--- config.mk ---
export PLATFORM = sky130hd
export DESIGN_NAME = arb_req_agent
export DESIGN_NICKNAME = d
export VERILOG_FILES = /design/src/rtl/arb_req_agent.sv
export SDC_FILE = /design/constraint.sdc
export NUM_CORES = 1
export LEC_CHECK = 0
export CORE_UTILIZATION = 45
export DETAILED_ROUTE_END_ITERATION = 7
export PLACE_DENSITY = 0.67
export SYNTH_ARGS = -nofsm -noshare
export SYNTH_HDL_FRONTEND = slang
export SYNTH_SLANG_ARGS = --single-unit
--- constraint.sdc ---
create_clock -name clk -period 3.9 [get_ports clk]
set_input_delay 0.585 -clock clk [delete_from_list [all_inputs] [get_ports clk]]
set_output_delay 0.585 -clock clk [all_outputs]
set_load 0.05 [all_outputs]
--- src/rtl/arb_req_agent.sv ---
// Requester-side agent for a 4-way round-robin arbiter: four client FIFOs feed
// request lines, and granted words are forwarded through one registered valid/ready output.
module arb_req_agent #(
    parameter int DATA_W = 8,
    parameter int DEPTH  = 4
) (
    input  logic                  clk,
    input  logic                  rst,
    input  logic [3:0]            in_valid,
    output logic [3:0]            in_ready,
    input  logic [4*DATA_W-1:0]   in_data,
    output logic                  req0,
    output logic                  req1,
    output logic                  req2,
    output logic                  req3,
    input  logic [2:0]            gnt_id,
    output logic                  out_valid,
    input  logic                  out_ready,
    output logic [DATA_W-1:0]     out_data,
    output logic [1:0]            out_src,
    output logic                  err
);

    localparam int AW = $clog2(DEPTH);
    localparam int CW = AW + 1;

    logic [DATA_W-1:0] mem_q [4][DEPTH];
    logic [AW-1:0]     wr_ptr_q [4];
    logic [AW-1:0]     wr_ptr_d [4];
    logic [AW-1:0]     rd_ptr_q [4];
    logic [AW-1:0]     rd_ptr_d [4];
    logic [CW-1:0]     cnt_q [4];
    logic [CW-1:0]     cnt_d [4];

    logic              out_valid_q, out_valid_d;
    logic [DATA_W-1:0] out_data_q, out_data_d;
    logic [1:0]        out_src_q, out_src_d;
    logic              err_q, err_d;

    logic [3:0] full, empty, req, push, pop;
    logic       can_load, gnt_hit, gnt_err;
    logic [1:0] gsel;

    // Requests come from registered occupancy and out_ready only, so gnt_id never
    // loops back combinationally into req.
    always_comb begin
        can_load = !out_valid_q || out_ready;
        for (int k = 0; k < 4; k++) begin
            full[k]     = (cnt_q[k] == CW'(DEPTH));
            empty[k]    = (cnt_q[k] == '0);
            req[k]      = !rst && !empty[k] && can_load;
            in_ready[k] = !rst && !full[k];
            push[k]     = in_valid[k] && !rst && !full[k];
        end
        gsel    = gnt_id[1:0];
        gnt_hit = !gnt_id[2] && req[gsel];
        if (gnt_id[2]) begin
            gnt_err = (gsel != 2'd0) || (req != 4'b0000);
        end else begin
            gnt_err = !req[gsel];
        end
        pop = gnt_hit ? (4'b0001 << gsel) : 4'b0000;
    end

    always_comb begin
        for (int k = 0; k < 4; k++) begin
            wr_ptr_d[k] = push[k] ? wr_ptr_q[k] + 1'b1 : wr_ptr_q[k];
            rd_ptr_d[k] = pop[k]  ? rd_ptr_q[k] + 1'b1 : rd_ptr_q[k];
            case ({push[k], pop[k]})
                2'b10:   cnt_d[k] = cnt_q[k] + 1'b1;
                2'b01:   cnt_d[k] = cnt_q[k] - 1'b1;
                default: cnt_d[k] = cnt_q[k];
            endcase
        end

        out_valid_d = out_valid_q;
        out_data_d  = out_data_q;
        out_src_d   = out_src_q;
        if (gnt_hit) begin
            out_valid_d = 1'b1;
            out_data_d  = mem_q[gsel][rd_ptr_q[gsel]];
            out_src_d   = gsel;
        end else if (out_ready) begin
            out_valid_d = 1'b0;
        end
        err_d = err_q || gnt_err;
    end

    // Storage carries no reset; emptiness is tracked solely by the counters.
    always_ff @(posedge clk) begin
        for (int k = 0; k < 4; k++) begin
            if (push[k]) begin
                mem_q[k][wr_ptr_q[k]] <= in_data[k*DATA_W +: DATA_W];
            end
        end
    end

    always_ff @(posedge clk) begin
        if (rst) begin
            for (int k = 0; k < 4; k++) begin
                wr_ptr_q[k] <= '0;
                rd_ptr_q[k] <= '0;
                cnt_q[k]    <= '0;
            end
            out_valid_q <= 1'b0;
            out_data_q  <= '0;
            out_src_q   <= 2'd0;
            err_q       <= 1'b0;
        end else begin
            for (int k = 0; k < 4; k++) begin
                wr_ptr_q[k] <= wr_ptr_d[k];
                rd_ptr_q[k] <= rd_ptr_d[k];
                cnt_q[k]    <= cnt_d[k];
            end
            out_valid_q <= out_valid_d;
            out_data_q  <= out_data_d;
            out_src_q   <= out_src_d;
            err_q       <= err_d;
        end
    end

    assign req0      = req[0];
    assign req1      = req[1];
    assign req2      = req[2];
    assign req3      = req[3];
    assign out_valid = out_valid_q;
    assign out_data  = out_data_q;
    assign out_src   = out_src_q;
    assign err       = err_q;

endmodule

### Word level (Yosys, flattened, before mapping)

Memories as Yosys holds them, arrays and structs flattened.
Index checks and enable logic that the tools add are counted.

| cells by class | value |
|---|---|
| multiply operators | 0 |
| shift-type cells | 1 |
| $lt $le $gt $ge | 10 |
| add/subtract/negate cells | 16 |
| reductions and logical operators | 47 |
| equal/unequal tests | 12 |
| bitwise logic cells | 17 |
| div/mod/pow operators | 0 |
| muxes and demuxes | 52 |

Operators with widths:

| cell | number |
|---|---|
| $mux 32 | 4 |
| $demux 8 s2 | 4 |
| $mux 8 | 6 |
| $mux 2 | 16 |
| $logic_and 1x1->1 | 25 |
| $pmux 3 s2 | 4 |
| $add 2x1->2 const B | 8 |
| $bmux 8 s2 | 1 |
| $ge 3x3->1 const B | 5 |
| $not 2->3 | 5 |
| $add 3x1->3 const B | 4 |
| $eq 3x3->1 const B | 4 |
| $logic_not 1->1 | 12 |
| $logic_not 3->1 | 4 |
| $lt 3x1->1 const B | 4 |
| $mux 3 | 4 |
| $or 1x1->1 | 12 |
| $sub 3x1->3 const B | 4 |
| $mux 1 | 11 |
| $eq 2x1->1 const B | 4 |
| $eq 2x2->1 const B | 4 |
| $mux 4 | 1 |
| $reduce_bool 2->1 | 2 |
| $reduce_bool 4->1 | 1 |
| other kinds (4) | 6 |

| storage, ports and cells | value |
|---|---|
| logic and storage cells | 163 |
| bits in registers | 12 |
| input port bits | 42 |
| output and inout port bits | 20 |
| ROM bits | 0 |
| RAM bits | 156 |
| memories | 4 |
| latch bits | 0 |

Memories:

| memory | words | width | rd ports | clocked after Yosys merged registers in | wr ports | line | RTL |
|---|---|---|---|---|---|---|---|
| mem_q | 4 | 32 | 1 | 0 | 4 | 27 | `logic [DATA_W-1:0] mem_q [4][DEPTH];` |
| cnt_q | 4 | 3 | 4 | 0 | 4 | 32 | `logic [CW-1:0] cnt_q [4];` |
| rd_ptr_q | 4 | 2 | 5 | 0 | 4 | 30 | `logic [AW-1:0] rd_ptr_q [4];` |
| wr_ptr_q | 4 | 2 | 4 | 0 | 4 | 28 | `logic [AW-1:0] wr_ptr_q [4];` |

### Depth between registers and ports, before layout

Gate-level depths: netlist of run 1.

| depth | value |
|---|---|
| depth after elaboration | 11 |
| gate-level depth with buffers | 11 |
| depth with buffers taken out | 10 |

### Least setup slack after synthesis of run 1

Ideal clock, no wire load.

| path | value |
|---|---|
| kind | reg-to-reg |
| from | register out_valid_q, in the netlist out_valid |
| to | memory cnt_q[1][2] in the netlist's numbering |
| stages on the path, launching flop included | 11 |
| period minus slack after synthesis | 3.693 ns |
| buffers on the path | 1 |
| setup time | 0.071 ns |
| data arrival time | 3.623 ns |
| required time | 3.829 ns |
| path slack | 0.207 ns |
| path through | dfxtp_1 > nor2b_1 > buf_2 > nor3_1 > and3_1 > ha_1 > inv_1 > fa_1 > xor2_1 > or3_1 > a21oi_1 |

RTL lines:

| element | line | RTL |
|---|---|---|
| start: declaration | 35 | `logic out_valid_q, out_valid_d;` |
| start signal: assignment | 115 | `out_valid_q <= out_valid_d;` |
| end: declaration | 32 |  |

### Final worst setup path of run 1

| path | value |
|---|---|
| from | input rst |
| to | output in_ready[1] |

| between the ends | value |
|---|---|
| longest elaborated chain between the ends | 2 |

RTL lines:

| element | line | RTL |
|---|---|---|
| start: declaration | 8 | `input logic rst,` |
| $logic_not 1->1 | 52 | `in_ready[k] = !rst && !full[k];` |
| $logic_and 1x1->1 | 52 |  |
| end: declaration | 10 | `output logic [3:0] in_ready,` |

Every way passes these cells.

==> impl_metrics.csv, run 1 <==
group,metric,value,unit
worst_setup_path,start_kind,"input pin",
placed_design,place.detailed.hpwl,10.5,mm
timing,fin_worst_setup_slack,628,ps
synthesis,syn_area,7140,sq um
drt,drt_iter0_drc,416,
placed_design,numPlacedInstances,706,
hold_path,min_delay_path_depth,2,
worst_setup_path,critical_path.endpoint_type,"primary output",
global_routing,grt_antenna_before_repair,0,
drt,routed_wl,15.8,mm
clock_tree,clk_path_buf_depth,2,
worst_setup_path,ff2ff_setup_slack,1240,ps
worst_setup_path,crit-reg2reg-capture,"cnt_q[2][2]$_SDFFE_PP0P_",
floorplanning,design.core.area,15400,sq um
layout,n_antenna_cell,0,
clock_tree,cts_sinks,168,
power,vdd.ir_drop.worst,0.000333,V
global_routing,globalRouteTotalUtil,20.9,%
timing,clock.fmax,306,MHz
worst_setup_path,cp_num_buf_inv,2,
hold_path,timing.hold.worst_endpoint,"out_src[1]$_SDFFE_PP0P_",
clock_tree,cts_made_buffers,17,
layout,postLayoutCoreUtil,55.1,%
floorplanning,die_h,128,um
power,power.switching_fraction,22.4,%
clock_tree,clkTransAtPathRegs,60,ps
power,internal_power,3.07,mW
timing,worst_clock_skew,5.95,ps
timing,setup-tns-final,0,ps
synthesis,syn-num-nets,512,
drt,drt_pre_antenna_iters,4,
synthesis,netlist-cell-type-count,44,
clock_tree,tritoncts,"yes",
worst_setup_path,cpPeakStageDelay,890,ps
worst_setup_path,ff2ff_path_depth,9,
power,power_density,466,nW/um^2
power,static-leakage-power,2.85,nW
layout,finish.net_count,580,
floorplanning,num_io_pins,62,
layout,number_of_filler_instances_in_the_final_layout,1182,
job,timing.max_cap.violations,0,
layout,fin_area,8470,sq um
placed_design,worst_slack_at_placement,427,ps
floorplanning,start_util,46.5,%
global_routing,first_pass_grt_wire_length,24.0,mm
placed_design,portBuffers,61,
timing,worst-slew-pin-transition,830,ps
hold_path,worstHoldStart,"out_src[1]$_SDFFE_PP0P_",
drt,route.vias.total,4033,
timing,minimum_period_implied_by_the_final_worst_setup_slack,3270,ps
drt,detail_route.vias_per_cell,5.49,
timing,final-max-slew-violation-count,0,
worst_setup_path,crit_path_cell_trace,"clkdlybuf4s50_1 -> a31oi_1 -> clkdlybuf4s50_1",
clock_tree,cts-root-buf,"clkbuf_16",
synthesis,synth_seq_area_share,65.0,%
floorplanning,row_count,45,
synthesis,synth_top_area_share,53.8,%
timing,fraction_of_the_cycle_the_final_worst_path_needs,83.9,%
power,clkPwrFrac,39.8,%
synthesis,netlist_instances,446,
outcome,run_status,"finished clean",
global_routing,number_of_global_route_vias_before_repair,4238,
power,p_switching,0.884,mW
floorplanning,die_area,16400,sq um
timing,headroom_to_the_max_slew_limit,44.5,%
synthesis,synth.avg_cell_area,16.0,sq um
global_routing,grt_max_degree,35,
clock_tree,postCtsHoldBufs,0,
synthesis,synth_top_area_cell,"edfxtp_1",
placed_design,dpl-instance-area,7930,sq um
synthesis,ys_warn_count,0,
synthesis,synth_edf_count,128,
worst_setup_path,critPathTopFamily,"buffers and inverters",
synthesis,yosys_register_bits,168,
placed_design,place_congestion,0.760,
drt,avgRoutedWirePerCell,21.5,um
clock_tree,post_cts_resize_count,0,
worst_setup_path,timing.rr.start,"out_valid$_SDFFE_PP0P_",
clock_tree,cts.repair_timing.setup_buffer_count,0,
synthesis,synth_flop_cell,"edfxtp_1",
worst_setup_path,critical_path.most_common_cell,"clkdlybuf4s50_1",
timing,rsz0062_at_grt,"no",
hold_path,worst_hold_path_type,"reg2reg",
synthesis,synthArstFlopShare,0,%
synthesis,synth_top_cells_by_area,"edfxtp_1 (54%), dfxtp_1 (11%), mux4_2 (9.1%), ha_1 (3.5%), mux4_1 (1.8%)",
worst_setup_path,required,3310,ps
floorplanning,die_width,128,um
worst_setup_path,slowest_stage_cell_cp,"clkdlybuf4s50_1",
worst_setup_path,crit_path_max_fo,14,
layout,final_layout_size_suffix_gt1_share,14.3,%
power,share_comb_of_total_power,9.3,%
worst_setup_path,worst_path_arrival_time,2690,ps
clock_tree,clock_latency,420,ps
worst_setup_path,crit_type,"in2out",
drt,drcViolationCount,0,
timing,final_setup_violating_endpoints,0,
power,seq_power_share,51.0,%
layout,layout-area-overhead-vs-synth,18.6,%
timing,finalHoldViolCount,0,
drt,detail-route-antenna-nets,0,
global_routing,globalRoute.totalOverflow,0,
layout,finalNonFillerCells,735,
clock_tree,htreeDepth,4,
power by group through the flow:
stage                     registers (mW)  logic (mW)  clock network, mW
after global routing                2.02       0.394               1.67
after detailed placement            2.05       0.368                  0
after CTS                           2.01       0.370               1.60
final                               2.01       0.365               1.57
after global placement              2.05       0.358                  0
after floorplan                     2.07       0.206                  0
layer usage:
| metal | up-vias | global-route usage, % | routed length (um) |
|---|---|---|---|
| met5 | - | 0 | 0 |
| met4 | 0 | 9.97 | 478 |
| met3 | 32 | 5.13 | 915 |
| met2 | 121 | 33.9 | 7710 |
| met1 | 2034 | 26.4 | 6700 |
| li1 | 1846 | - | - |
worst max-delay path by stage:
stage	to	from	cells after the start	slack (ps)
3_3_place_gp	cnt_q[0][2]$_SDFFE_PP0P_	rst	11	570
6_report	in_ready[1]	rst	3	630
4_1_cts	in_ready[1]	rst	3	640
2_1_floorplan	cnt_q[1][2]$_SDFFE_PP0P_	out_valid$_SDFFE_PP0P_	10	210
3_5_place_dp	cnt_q[0][2]$_SDFFE_PP0P_	rst	11	430
5_1_grt	in_ready[1]	rst	3	500
Yosys cell counts, types with 6 or more instances:
library cell,instances
a211oi_1,7
a21oi_1,11
a221oi_1,8
a31o_1,8
and3_1,18
buf_2,11
dfxtp_1,40
edfxtp_1,128
ha_1,20
inv_1,26
mux2i_1,8
mux4_2,29
nand2_1,6
nor2_1,27
nor2b_1,10
nor3_1,6
xnor2_1,9
xor2_1,11
layout by cell type, fill, tap and decap left out, drive strengths merged, types with 15 or more instances in the layout:
master / count
buf: 15
dfxtp: 40
and3: 18
clkdlybuf4s50: 55
nor2: 27
edfxtp: 128
mux4: 34
inv: 26
clkbuf: 20
ha: 20
registers in the layout, summed over array words and instances, names as in the netlist:
signal and count:
out_data 8, rd_ptr_q 8, out_src 2, wr_ptr_q 8, cnt_q 12, mem_q 128, out_valid 1, err 1
logic make-up (layout without fill, tap and decap cells):
group	count (synthesis)	after routing	synth area share, %
xor+xnor	20	20	2.45
buf+inv	47	125	3.26
fa+ha+maj	24	24	4.63
compound gates	52	52	5.19
mux	42	42	12.1
simple gates	93	93	7.34
flops	168	168	65.0
worst reg2reg max path, delay by kind of cell (launching register included):
kind            cells  cell delay [ps]
fa+ha+maj           2              600
buf+inv             1               60
simple gates        4             1270
compound gates      1              170
xor+xnor            1              160
flops               1              320
per-stage QoR:
| stage | hold slack (ps) | power (mW) |
|---|---|---|
| 2_1_floorplan | 471 | 2.27 |
| 3_3_place_gp | 443 | 2.40 |
| 3_5_place_dp | 448 | 2.42 |
| 4_1_cts | 456 | 3.98 |
| 5_1_grt | 470 | 4.08 |
| 6_report | 451 | 3.95 |
final cells by class:
class	count	area (sq um)	area share (%)
tap	211	264	3.12
multi-input combinational	231	2260	26.7
sequential	168	4640	54.8
inverter	26	97.6	1.15
clock buffer	20	437	5.15
clock inverter	9	105	1.24
timing repair buffer	70	661	7.80
Note: power is estimated with default switching activity, not from simulation.
==> run 2: changes to the inputs <==
Settings changed: PLACE_DENSITY 0.67 to 0.69.
Clock period 3.9 ns to 2.8 ns, I/O delays scaled along.
==> run 2 against run 1 <==
Effect of this change: sequential cell count unchanged; sequential share of layout area fell by 1.9 points; combinational power rose by 48%; routed wire length barely moved.
==> impl_metrics.csv, run 2 (synthesis results as in run 1) <==
group,metric,value,unit
global_routing,grt_antenna_before_repair,0,
worst_setup_path,critical_path.most_common_cell,"or3_1",
power,static-leakage-power,3.04,nW
global_routing,number_of_global_route_vias_before_repair,4280,
layout,mostFrequentLayoutCells,"edfxtp_1 (128), clkdlybuf4s50_1 (51), dfxtp_1 (39)",
timing,clock.fmax,400,MHz
clock_tree,cts_sinks,168,
global_routing,global_route.peak_usage_layer,"met2",
placed_design,place_congestion,0.773,
drt,route.vias.total,4105,
global_routing,grt_max_degree,47,
clock_tree,cts_made_buffers,17,
power,p_switching,1.34,mW
worst_setup_path,worst_path_arrival_time,2850,ps
timing,minimum_period_implied_by_the_final_worst_setup_slack,2500,ps
drt,detail-route-antenna-nets,0,
worst_setup_path,cpPeakStageDelay,470,ps
drt,avgRoutedWirePerCell,20.7,um
floorplanning,die_h,128,um
worst_setup_path,cp_num_buf_inv,2,
worst_setup_path,crit_path_cell_trace,"clkdlybuf4s50_1 -> nor2b_1 -> or3_1 -> nor3_2 -> ha_1 -> inv_1 -> fa_1 -> xor2_1 -> or3_1 -> a21oi_1",
layout,layout.cells.most_common,"edfxtp_1",
clock_tree,htreeDepth,4,
worst_setup_path,crit_path_max_fo,2,
layout,n_antenna_cell,0,
global_routing,globalRouteMet3Util,5.80,%
clock_tree,cts.repair_timing.setup_buffer_count,0,
timing,finalHoldViolCount,0,
timing,worst_clock_skew,5.39,ps
clock_tree,post_cts_resize_count,0,
clock_tree,clkTransAtPathRegs,60,ps
placed_design,numPlacedInstances,730,
layout,finish.net_count,604,
clock_tree,tritoncts,"yes",
timing,worst-slew-pin-transition,710,ps
power,power_density,637,nW/um^2
clock_tree,clock_latency,420,ps
placed_design,portBuffers,61,
clock_tree,postCtsHoldBufs,0,
timing,rsz0062_at_grt,"no",
placed_design,worst_slack_at_placement,-104,ps
drt,detail_route.vias_per_cell,5.39,
timing,final-max-slew-violation-count,0,
outcome,run_status,"finished clean",
placed_design,place.detailed.hpwl,10.8,mm
floorplanning,design.core.area,15400,sq um
job,timing.max_cap.violations,0,
global_routing,globalRoute.totalOverflow,0,
worst_setup_path,start_kind,"input pin",
power,total_power,5.59,mW
power,power.switching_fraction,24.0,%
power,clkPwrFrac,40.2,%
drt,drcViolationCount,0,
power,vdd.ir_drop.worst,0.000466,V
drt,routed_wl,15.8,mm
worst_setup_path,critPathTopFamily,"simple AND/OR/NAND/NOR gates",
floorplanning,die_width,128,um
drt,drt_iter0_drc,357,
floorplanning,start_util,46.5,%
floorplanning,die_area,16400,sq um
clock_tree,clk_path_buf_depth,2,
global_routing,met2_global_route_usage,33.6,%
floorplanning,num_io_pins,62,
global_routing,globalRouteTotalUtil,21.1,%
timing,headroom_to_the_max_slew_limit,52.7,%
layout,layout-area-overhead-vs-synth,22.9,%
hold_path,worst_hold_path_type,"in2reg",
floorplanning,row_count,45,
placed_design,dpl-instance-area,8210,sq um
power,seq_power_share,50.1,%
timing,fin_worst_setup_slack,298,ps
global_routing,first_pass_grt_wire_length,24.6,mm
timing,fraction_of_the_cycle_the_final_worst_path_needs,89.3,%
layout,largest_register_ff_count,128,
global_routing,globalRouteMet1Util,27.9,%
layout,final_layout_size_suffix_gt1_share,21.1,%
timing,final_setup_violating_endpoints,0,
drt,drt_pre_antenna_iters,5,
worst_setup_path,slowest_stage_cell_cp,"clkdlybuf4s50_1",
worst_setup_path,crit_type,"in2reg",
layout,fin_area,8780,sq um
power,internal_power,4.25,mW
power,share_comb_of_total_power,9.7,%
worst_setup_path,required,3150,ps
worst_setup_path,critical_path.endpoint_type,"flip-flop",
clock_tree,cts-root-buf,"clkbuf_16",
layout,finalNonFillerCells,762,
run 2: cell types whose count changed in the layout (fill, tap and decap cells not counted), moves of 2 or more:
cell,delta
clkdlybuf4s50_1,-4
nor3_1,-2
nor3_4,+2
inv_6,+8
a31oi_2,+4
buf_12,+5
clkbuf_1,-2
a31oi_1,-4
buf_4,+22
run 2: final timing paths:
path,start,end,slack (ps),depth (start not counted)
worst max-delay path,out_ready,cnt_q[2][2]$_SDFFE_PP0P_,300,10
worst max register to register,out_valid$_SDFFE_PP0P_,cnt_q[2][2]$_SDFFE_PP0P_,360,9
worst min register to register,out_src[1]$_SDFFE_PP0P_,out_src[1]$_SDFFE_PP0P_,460,2
worst min-delay path,rst,cnt_q[2][1]$_SDFFE_PP0P_,370,2
run 2: layout make-up:
class | count | area (sq um)
clock buffers | 18 | 429
clock inverters | 14 | 136
fillers | 1179 | 6600
inverters | 26 | 97.6
multi-input cells | 231 | 2310
flip-flops and latches | 168 | 4650
well taps | 211 | 264
repair buffers | 94 | 891
run 2: worst reg2reg max path: cells and delay by family, from the launching register on:
kind / cells / cell delay, ps
simple gates: 4 / 1070
fa+ha+maj: 2 / 580
flops: 1 / 320
xor+xnor: 1 / 170
compound gates: 1 / 160
buf+inv: 1 / 50
run 2: routing by layer:
layer / part of all wire, % / vias to the layer above
met2: 49 / 134
met4: 1.8 / 0
met1: 43 / 2045
met3: 5.6 / 20
li1: - / 1906
met5: 0 / -
run 2: power by group through the flow:
stage          registers, mW  clock network (mW)  logic, mW
2_1_floorplan           2.88                   0      0.294
3_3_place_gp            2.85                   0      0.529
3_5_place_dp            2.86                   0      0.541
4_1_cts                 2.80                2.28      0.545
5_1_grt                 2.81                2.38      0.585
6_report                2.80                2.25      0.541
run 2: metrics by stage:
step / hold slack [ps] / TNS [ps] / utilization, %
floorplan: 474 / -21.9 / -
global placement: 445 / -55.3 / 53.4
detailed placement: 454 / -263 / 53.4
CTS: 356 / 0 / 57.1
global route: 365 / 0 / 57.1
finish: 366 / 0 / 57.1
